<file path="src/rtl/inst_enc.sv">
// RV32I instruction encoder: range/format check plus field packing in the accept cycle,
// with results queued in a 2-entry output FIFO and accept/error counters.
module inst_enc (
    input  logic        clk_i,
    input  logic        rst_i,
    input  logic        Req_valid_i,
    output logic        Req_ready_o,
    input  logic [2:0]  Fmt_i,
    input  logic [6:0]  Opcode_i,
    input  logic [4:0]  Rd_i,
    input  logic [4:0]  Rs1_i,
    input  logic [4:0]  Rs2_i,
    input  logic [2:0]  Funct3_i,
    input  logic [6:0]  Funct7_i,
    input  logic [31:0] Imm_i,
    output logic        Out_valid_o,
    input  logic        Out_ready_i,
    output logic [31:0] Inst_o,
    output logic        Err_o,
    output logic [15:0] Enc_cnt_o,
    output logic [7:0]  Err_cnt_o
);

    localparam logic [31:0] NOP = 32'h0000_0013;

    logic [31:0] w_raw;
    logic        w_bad;
    logic [31:0] w_inst;
    logic        w_fits12;
    logic        w_fits13;
    logic        w_fits21;
    logic        w_push;
    logic        w_pop;
    logic        w_wr_idx;

    logic [31:0] r_inst [2];
    logic        r_err  [2];
    logic        r_head;
    logic [1:0]  r_occ;
    logic [15:0] r_enc_cnt;
    logic [7:0]  r_err_cnt;

    // An immediate fits an N-bit signed field when all bits from N-1 upward are equal.
    assign w_fits12 = (&Imm_i[31:11]) | ~(|Imm_i[31:11]);
    assign w_fits13 = (&Imm_i[31:12]) | ~(|Imm_i[31:12]);
    assign w_fits21 = (&Imm_i[31:20]) | ~(|Imm_i[31:20]);

    always_comb begin
        w_raw = NOP;
        w_bad = 1'b0;
        case (Fmt_i)
            3'd0: w_raw = {Funct7_i, Rs2_i, Rs1_i, Funct3_i, Rd_i, Opcode_i};
            3'd1: begin
                w_raw = {Imm_i[11:0], Rs1_i, Funct3_i, Rd_i, Opcode_i};
                w_bad = ~w_fits12;
            end
            3'd2: begin
                w_raw = {Imm_i[11:5], Rs2_i, Rs1_i, Funct3_i, Imm_i[4:0], Opcode_i};
                w_bad = ~w_fits12;
            end
            3'd3: begin
                w_raw = {Imm_i[12], Imm_i[10:5], Rs2_i, Rs1_i, Funct3_i,
                         Imm_i[4:1], Imm_i[11], Opcode_i};
                w_bad = ~w_fits13 | Imm_i[0];
            end
            3'd4: begin
                w_raw = {Imm_i[31:12], Rd_i, Opcode_i};
                w_bad = |Imm_i[11:0];
            end
            3'd5: begin
                w_raw = {Imm_i[20], Imm_i[10:1], Imm_i[11], Imm_i[19:12], Rd_i, Opcode_i};
                w_bad = ~w_fits21 | Imm_i[0];
            end
            default: w_bad = 1'b1;
        endcase
    end

    assign w_inst = w_bad ? NOP : w_raw;

    assign Req_ready_o = ~r_occ[1];
    assign Out_valid_o = (r_occ != 2'd0);
    assign w_push      = Req_valid_i & Req_ready_o;
    assign w_pop       = Out_valid_o & Out_ready_i;
    // Tail slot is head when empty, the other slot when one entry is held.
    assign w_wr_idx    = r_head ^ r_occ[0];

    assign Inst_o    = Out_valid_o ? r_inst[r_head] : 32'd0;
    assign Err_o     = Out_valid_o ? r_err[r_head] : 1'b0;
    assign Enc_cnt_o = r_enc_cnt;
    assign Err_cnt_o = r_err_cnt;

    always_ff @(posedge clk_i) begin
        if (!rst_i) begin
            r_inst[0] <= 32'd0;
            r_inst[1] <= 32'd0;
            r_err[0]  <= 1'b0;
            r_err[1]  <= 1'b0;
            r_head    <= 1'b0;
            r_occ     <= 2'd0;
            r_enc_cnt <= 16'd0;
            r_err_cnt <= 8'd0;
        end else begin
            if (w_push) begin
                r_inst[w_wr_idx] <= w_inst;
                r_err[w_wr_idx]  <= w_bad;
                r_enc_cnt        <= r_enc_cnt + 16'd1;
                if (w_bad && (r_err_cnt != 8'hFF)) begin
                    r_err_cnt <= r_err_cnt + 8'd1;
                end
            end
            if (w_pop) begin
                r_head <= ~r_head;
            end
            r_occ <= r_occ + {1'b0, w_push} - {1'b0, w_pop};
        end
    end

endmodule

</file>
<file path="config.mk">
export PLATFORM = sky130hd
export DESIGN_NAME = inst_enc
export DESIGN_NICKNAME = d
export VERILOG_FILES = /design/src/rtl/inst_enc.sv
export SDC_FILE = /design/constraint.sdc
export NUM_CORES = 1
export LEC_CHECK = 0
export CAP_MARGIN = 20
export CORE_MARGIN = 5
export CORE_UTILIZATION = 25
export DETAILED_ROUTE_END_ITERATION = 12
export MAX_ROUTING_LAYER = met4
export PLACE_DENSITY_LB_ADDON = 0.05
export SYNTH_ARGS = -nofsm -noshare
export SYNTH_HDL_FRONTEND = slang
export SYNTH_SLANG_ARGS = --single-unit
</file>
<file path="constraint.sdc">
create_clock -name clk_i -period 2.8 [get_ports clk_i]
set_input_delay 0.28 -clock clk_i [delete_from_list [all_inputs] [get_ports clk_i]]
set_output_delay 0.28 -clock clk_i [all_outputs]
set_load 0.005 [all_outputs]
</file>
==> results of run 1 <==
routing by layer:
layer  track usage  vias up  wire length, um
li1              -     1972                -
met1        0.1611     1859             6345
met2        0.2270       80             7153
met3       0.02218       11              554
met4       0.04394        0              201
met5             -        -                0
through the flow:
step | total power [uW] | utilization | instance area, um2
6_report | 4260 | 0.3617 | 6834
5_1_grt | 4515 | 0.3617 | 6834
4_1_cts | 4354 | 0.3617 | 6834
3_5_place_dp | 3181 | 0.3472 | 6559
3_3_place_gp | 3171 | 0.3472 | 6559
2_1_floorplan | 2468 | - | 4835
flip-flops by register name, summed over array words and instances (netlist names), named ones only:
register,count
r_inst,64
Enc_cnt_o,16
Err_cnt_o,8
r_occ,2
r_head,1
r_err,2
power groups by stage:
stage	logic [uW]	registers [uW]	clock network, uW
after floorplan	690	1780	0
after detailed placement	1360	1830	0
after global placement	1350	1820	0
after CTS	1360	1790	1200
after global routing	1450	1810	1250
final	1310	1790	1150
kinds of logic (layout without fill, tap and decap cells):
family / count (synthesis) / count (layout) / share of synthesized area
AOI/OAI and AO/OA: 55 / 55 / 0.08515
xor gates and xnor gates: 19 / 19 / 0.03442
adders and majority gates: 4 / 4 / 0.01035
buffers and inverters: 44 / 187 / 0.04011
DFF: 94 / 94 / 0.5217
muxes: 48 / 48 / 0.09938
and+or+nand+nor: 215 / 215 / 0.2089
Yosys cell counts (2+ instances only):
master and instances:
nor2b_1 6, dfxtp_1 30, nand2_1 22, nand4_1 10, o21ai_0 4, xor2_1 10
inv_1 15, clkbuf_1 22, nand2b_1 6, nand3_1 9, nor4_1 7, and2_1 3
buf_6 2, or2_1 2, xnor2_1 9, a31o_2 2, and4_1 2, mux2i_1 48
ha_1 4, o22a_1 6, a311oi_1 2, buf_2 2, nor2_1 121, edfxtp_1 64
a22oi_1 21, and3_1 8, nor2_4 5, nor2_2 5, nor3_1 3, a21oi_1 12
path summary, 6_finish.rpt:
check | from | end | slack [ns] | depth (start not counted)
worst max-delay path | Imm_i[27] | r_inst[0][17] | 0.46 | 9
worst min register to register | Err_cnt_o[1] | Err_cnt_o[1] | 0.49 | 2
worst min-delay path | Err_cnt_o[1] | Err_cnt_o[1] | 0.49 | 2
worst max register to register | r_occ[0] | r_inst[0][17] | 0.71 | 5
cells in the final DEF, fill, tap and decap left out, drive strengths merged, types with 6 or more instances in the layout:
cell,count
a21oi,12
a22oi,21
and3,8
buf,26
clkbuf,10
clkdlybuf4s50,129
dfxtp,30
edfxtp,64
inv,18
mux2i,48
nand2,23
nand2b,6
nand3,9
nand4,10
nor2,131
nor2b,6
nor4,7
o22a,6
xnor2,9
xor2,10
tightest hold or removal path: stages, from the launching register on:
cell	delay, ns
dfxtp_1	0.33
nand2_1	0.06
mux2i_1	0.05
layout make-up:
type	count	area share
clock inverters	6	0.006774
multi-input cells	341	0.3111
inverters	16	0.008788
clock buffers	10	0.03350
well taps	260	0.04760
flip-flops and latches	94	0.3693
repair buffers	155	0.2230
==> summary.txt, run 1 <==
Run status
  • Status: completed

Setup path
  • Crit-path max cell delay: 0.45 ns
  • Required @ worst endpoint: 3.00 ns
  • CP max-delay cell: clkdlybuf4s50_1
  • Family with the most delay on the worst path: simple AND/OR/NAND/NOR gates
  • Setup crit end kind: flop
  • Worst-path fanout max: 29
  • CP startpoint kind: input port
  • Worst-path cell chain: clkdlybuf4s50_1, nor4_1, and3_1, a311oi_1, o211ai_2, nand2_2, or2_2, buf_12, nor2_1
  • Critical path class: input port to flop
  • Worst path arrival time: roughly 2.5 ns
  • Number of buffers and inverters on the critical path: 2

Power
  • Clk pwr share: 0.271
  • Switching share of power: 0.3003
  • Seq pwr share: 0.420
  • Power Internal: between 2000 and 3000 uW
  • Comb pwr share: 0.309
  • PD cells: a little over 600 mW/mm2
  • Max rail drop VDD: 0.3023 mV
  • Net Sw Power: between 1000 and 1500 uW
  • Pleak: between 0.002 and 0.0025 uW

Placed design
  • DP Cell Count: 866
  • DP Worst Slack: approximately 0.066 ns
  • Hpwl dp: about 10000 um
  • Port bufs: around 130
  • Final GP Congestion: 0.8322

Min path
  • Hold WC Path Type: flop to flop

Clock network
  • Number of buffers created by CTS: 9
  • Root Driver: clkbuf_16
  • Clk slew on worst S/H paths: roughly 0.070 ns
  • Clock Sinks: 94
  • Postcts setup bufs: 0
  • Clock Latency Late Sink: roughly 0.35 ns
  • CTS tree: yes
  • CTS Buffer Depth: 2
  • Hold buffers post-CTS: 0
  • Cts repair resizes: 0
  • CTS H-Tree Depth: 3

Timing
  • RSZ-0062 raised after global routing: false
  • Max-slew violations: 0
  • Final worst path period share: 0.8358
  • Max-slew headroom: 0.5813
  • Worst setup slack after layout: ~0.46 ns
  • Clock skew: roughly 0.015 ns
  • Hold_ws: 0.4949 ns
  • Crit path time final: between 2 and 2.5 ns
  • Final number of setup-violating endpoints: 0
  • Setup TNS: 0 ns
  • Slew @ Worst Pin: 0.6202 ns
  • Max Freq: 427.3 MHz
  • Final Hold Vio Count: 0

Final layout
  • Layout cells sized above 1: 0.09968
  • Fillers: between 1500 and 2000
  • Non-filler instance count after layout: a little under 900
  • Area Growth Syn to Fin: 41.36%
  • # nets final: 692
  • N_diodes: 0
  • Reg area: approximately 0.0025 mm2
  • Area occupied by multi-input gates: 0.002126 mm2

Synthesis
  • Syn_nets: 554
  • Synth Register Bits: 94
  • Async SR Flop Fraction: 0
  • Mapped Cells: ~480
  • Synthesis Warnings: 0
  • Top-area cell type share of the netlist area: 0.3975
  • Count of flip-flops with a built-in enable after synthesis: 64
  • Largest area contributor in the netlist: edfxtp_1
  • Post-synthesis instance area: approximately 0.0048 mm2
  • Sequential cell area fraction in the yosys report: 0.5217
  • Most common flop cell mapped by yosys: edfxtp_1
  • Mean Syn Cell Area: 10.09 um2
  • Netlist cell types: 47
  • Top cells by area, synth: edfxtp_1 (40%), dfxtp_1 (12%), mux2i_1 (9.9%)

Detailed routing
  • # DRC: 0
  • Total Wirelength: 14260 um
  • Detailed router's first-iteration violation count: between 150 and 200
  • Pre-antenna DRT Iters: 4
  • ANT nets after route: 0
  • WL per Instance: around 16 um
  • Via Count: roughly 3900
  • Vias/cell: approximately 4.4

Floorplanning
  • Core ar.: around 0.019 mm2
  • Die width: roughly 150 um
  • Row count: 50
  • Die height: between 100 and 150 um
  • Die area: ~0.022 mm2
  • IO Pins: 130
  • Initial Utilization: 0.2559

Global routing
  • Pin count of the biggest net entering global routing: 35
  • First-pass GRT wire length: 22210 um
  • Total track usage: 0.1333
  • Vias in the first global route: around 4000
  • Global route overflow: 0
  • Initial antenna violation count: 0

Run
  • Max-cap violation count: 0
Power figures use the tool's default switching activity.
==> inputs of run 2 (changes only) <==
- clock period: 2.8 -> 1.9 ns (I/O delays scaled with it)
==> run 2 against run 1 <==
Against the previous run:
- clock-buffer cell count is the same
- first-iteration DRC count grew 21%
- flip-flop and latch count is the same
- via count increased by 12%
- non-clock buffer count increased by 85
- clock power grew 62%
- largest cell class unchanged
- the run now ends with setup timing left
==> summary.txt, run 2 (synthesis gave the netlist of run 1 again) <==
Run status
  • Status: complete, but fails checks
  • Failing checks: setup timing

Floorplanning
  • Row count: 50
  • IO Pins: 130
  • Die height: 149.1 um
  • Initial Utilization: 0.2559
  • Die width: 149.1 um
  • Core ar.: approximately 0.019 mm2
  • Die area: 0.02222 mm2

Setup path
  • Critical path class: flop to output port
  • CP startpoint kind: flop
  • Setup crit end kind: output port
  • Worst path arrival time: approximately 1.7 ns
  • R2R cell count: 5
  • Required @ worst endpoint: between 1.5 and 2 ns
  • Worst-path fanout max: 5

Global routing
  • Grt peak-use layer: met2
  • Vias in the first global route: between 4000 and 5000
  • First-pass GRT wire length: ~25000 um
  • Global route overflow: 0
  • Pin count of the biggest net entering global routing: 35
  • Initial antenna violation count: 0
  • Routing usage on met1: 0.1934
  • GRT met2 Usage: 0.2326
  • Total track usage: 0.1489
  • Met3 Resource Use GR: 0.03130

Power
  • Max rail drop VDD: roughly 0.41 mV
  • Overall power: about 7400 uW
  • PD cells: 936.8 mW/mm2
  • Pleak: between 0.003 and 0.004 uW

Clock network
  • CTS H-Tree Depth: 3
  • Root Driver: clkbuf_16
  • Clock Sinks: 94
  • Number of buffers created by CTS: 9
  • Clk slew on worst S/H paths: ~0.07 ns
  • CTS Buffer Depth: 2
  • Clock Latency Late Sink: 0.34 ns
  • CTS tree: yes

Timing
  • Clock skew: ~0.0066 ns
  • Final worst path period share: 1.011
  • Crit path time final: slightly below 2 ns
  • Worst setup slack after layout: -0.02002 ns
  • Max Freq: around 520 MHz
  • RSZ-0062 raised after global routing: true
  • Max-slew headroom: 0.6464
  • Max-slew violations: 0
  • Final Hold Vio Count: 0
  • Slew @ Worst Pin: approximately 0.52 ns
  • Final number of setup-violating endpoints: 2

Detailed routing
  • Via Count: between 4000 and 5000
  • Total Wirelength: approximately 17000 um
  • WL per Instance: about 18 um
  • Detailed router's first-iteration violation count: between 200 and 250
  • Pre-antenna DRT Iters: 4
  • # DRC: 0
  • ANT nets after route: 0
  • Vias/cell: roughly 4.5

Placed design
  • Hpwl dp: approximately 11000 um
  • Final GP Congestion: roughly 0.78
  • Port bufs: 129
  • DP Worst Slack: -0.6716 ns

Final layout
  • N_diodes: 0
  • Area occupied by multi-input gates: 0.002312 mm2
  • Largest register FFs: 64
  • Area Growth Syn to Fin: 63.15%
  • Commonest non-fill, non-tap cells in the layout: nor2_1 (104), buf_4 (91), clkdlybuf4s50_1 (66)
  • Reg area: 0.002529 mm2
  • Most flop-heavy register: r_inst
  • Most common cell after layout, fill and taps aside: nor2_1
  • Fillers: roughly 1900
  • # nets final: 777
  • Layout cells sized above 1: 0.2744

Run
  • Max-cap violation count: 0

Min path
  • Hold Path Depth: 4
  • Hold WC Path Type: input port to flop
-- run 2: cell types whose count changed in the layout (fill, tap and decap cells not counted), moves of 6 or more --
cell             before  now
nor2_2                5   21
clkdlybuf4s50_1     129   66
nor4_1                7    1
mux2i_1              48   41
buf_4                23   91
nor2_1              120  104
mux2i_2               0    6
buf_12                3    9
dlymetal6s2s_1        0   12
dlygate4sd2_1         0   34
clkdlybuf4s15_1       0   13
-- run 2: repair_timing --
item                                    4_1_cts  5_1_grt
endpoints found under the setup margin      105       86
hold buffers                                  0        0
cloned                                        3        5
gates resized for setup                      80       55
pin swaps                                    18       16
buffers inserted                              5       18
-- run 2: metrics by stage --
stage                     setup TNS [ns]  hold WS [ns]  cell area, um2  utilization  instances
after detailed placement          -49.31        0.4842            7041       0.3726        920
after CTS                        -0.5497        0.3842            7500       0.3970        944
after floorplan                        0        0.4011            4863            -        479
after global routing             -0.3341        0.4150            7888       0.4175        967
after global placement            -47.62        0.4739            7041       0.3726        920
final                           -0.03880        0.4080            7888       0.4175        967
-- run 2: path summary, 6_finish.rpt --
path	endpoint	slack (ns)	startpoint
max	Inst_o[0]	-0.02	flop
min	r_inst[0][13]	0.41	Imm_i[13]
max reg2reg	r_inst[0][31]	0.10	r_head
min reg2reg	Err_cnt_o[6]	0.50	Err_cnt_o[6]
-- run 2: layout make-up --
class,instances,area share
repair buffers,240,0.2997
well taps,260,0.04124
inverters,16,0.007614
clock inverters,6,0.008566
multi-input cells,341,0.2931
clock buffers,10,0.02919
flip-flops and latches,94,0.3206
-- run 2: where the power goes --
| group | total (uW) | internal [uW] | switching (uW) | leakage (uW) |
|---|---|---|---|---|
| registers | 2650 | 2500 | 146 | 0.000914 |
| logic | 2880 | 1580 | 1300 | 0.00221 |
| clock network | 1860 | 1040 | 822 | 0.000152 |
| total | 7390 | 5120 | 2270 | 0.00328 |
-- run 2: per-layer routing --
metal,share of wire,vias up,routed length [um]
met5,0,-,0
met4,0.017,0,293
met3,0.052,19,897
met2,0.46,117,7891
met1,0.47,2108,8021
li1,-,2143,-
-- run 2: worst max-delay path, stage by stage, from the launching register on --
cell	delay, ns
dfxtp_4	0.44
buf_12	0.17
mux2i_2	0.25
nor2_2	0.07
clkdlybuf4s50_1	0.45
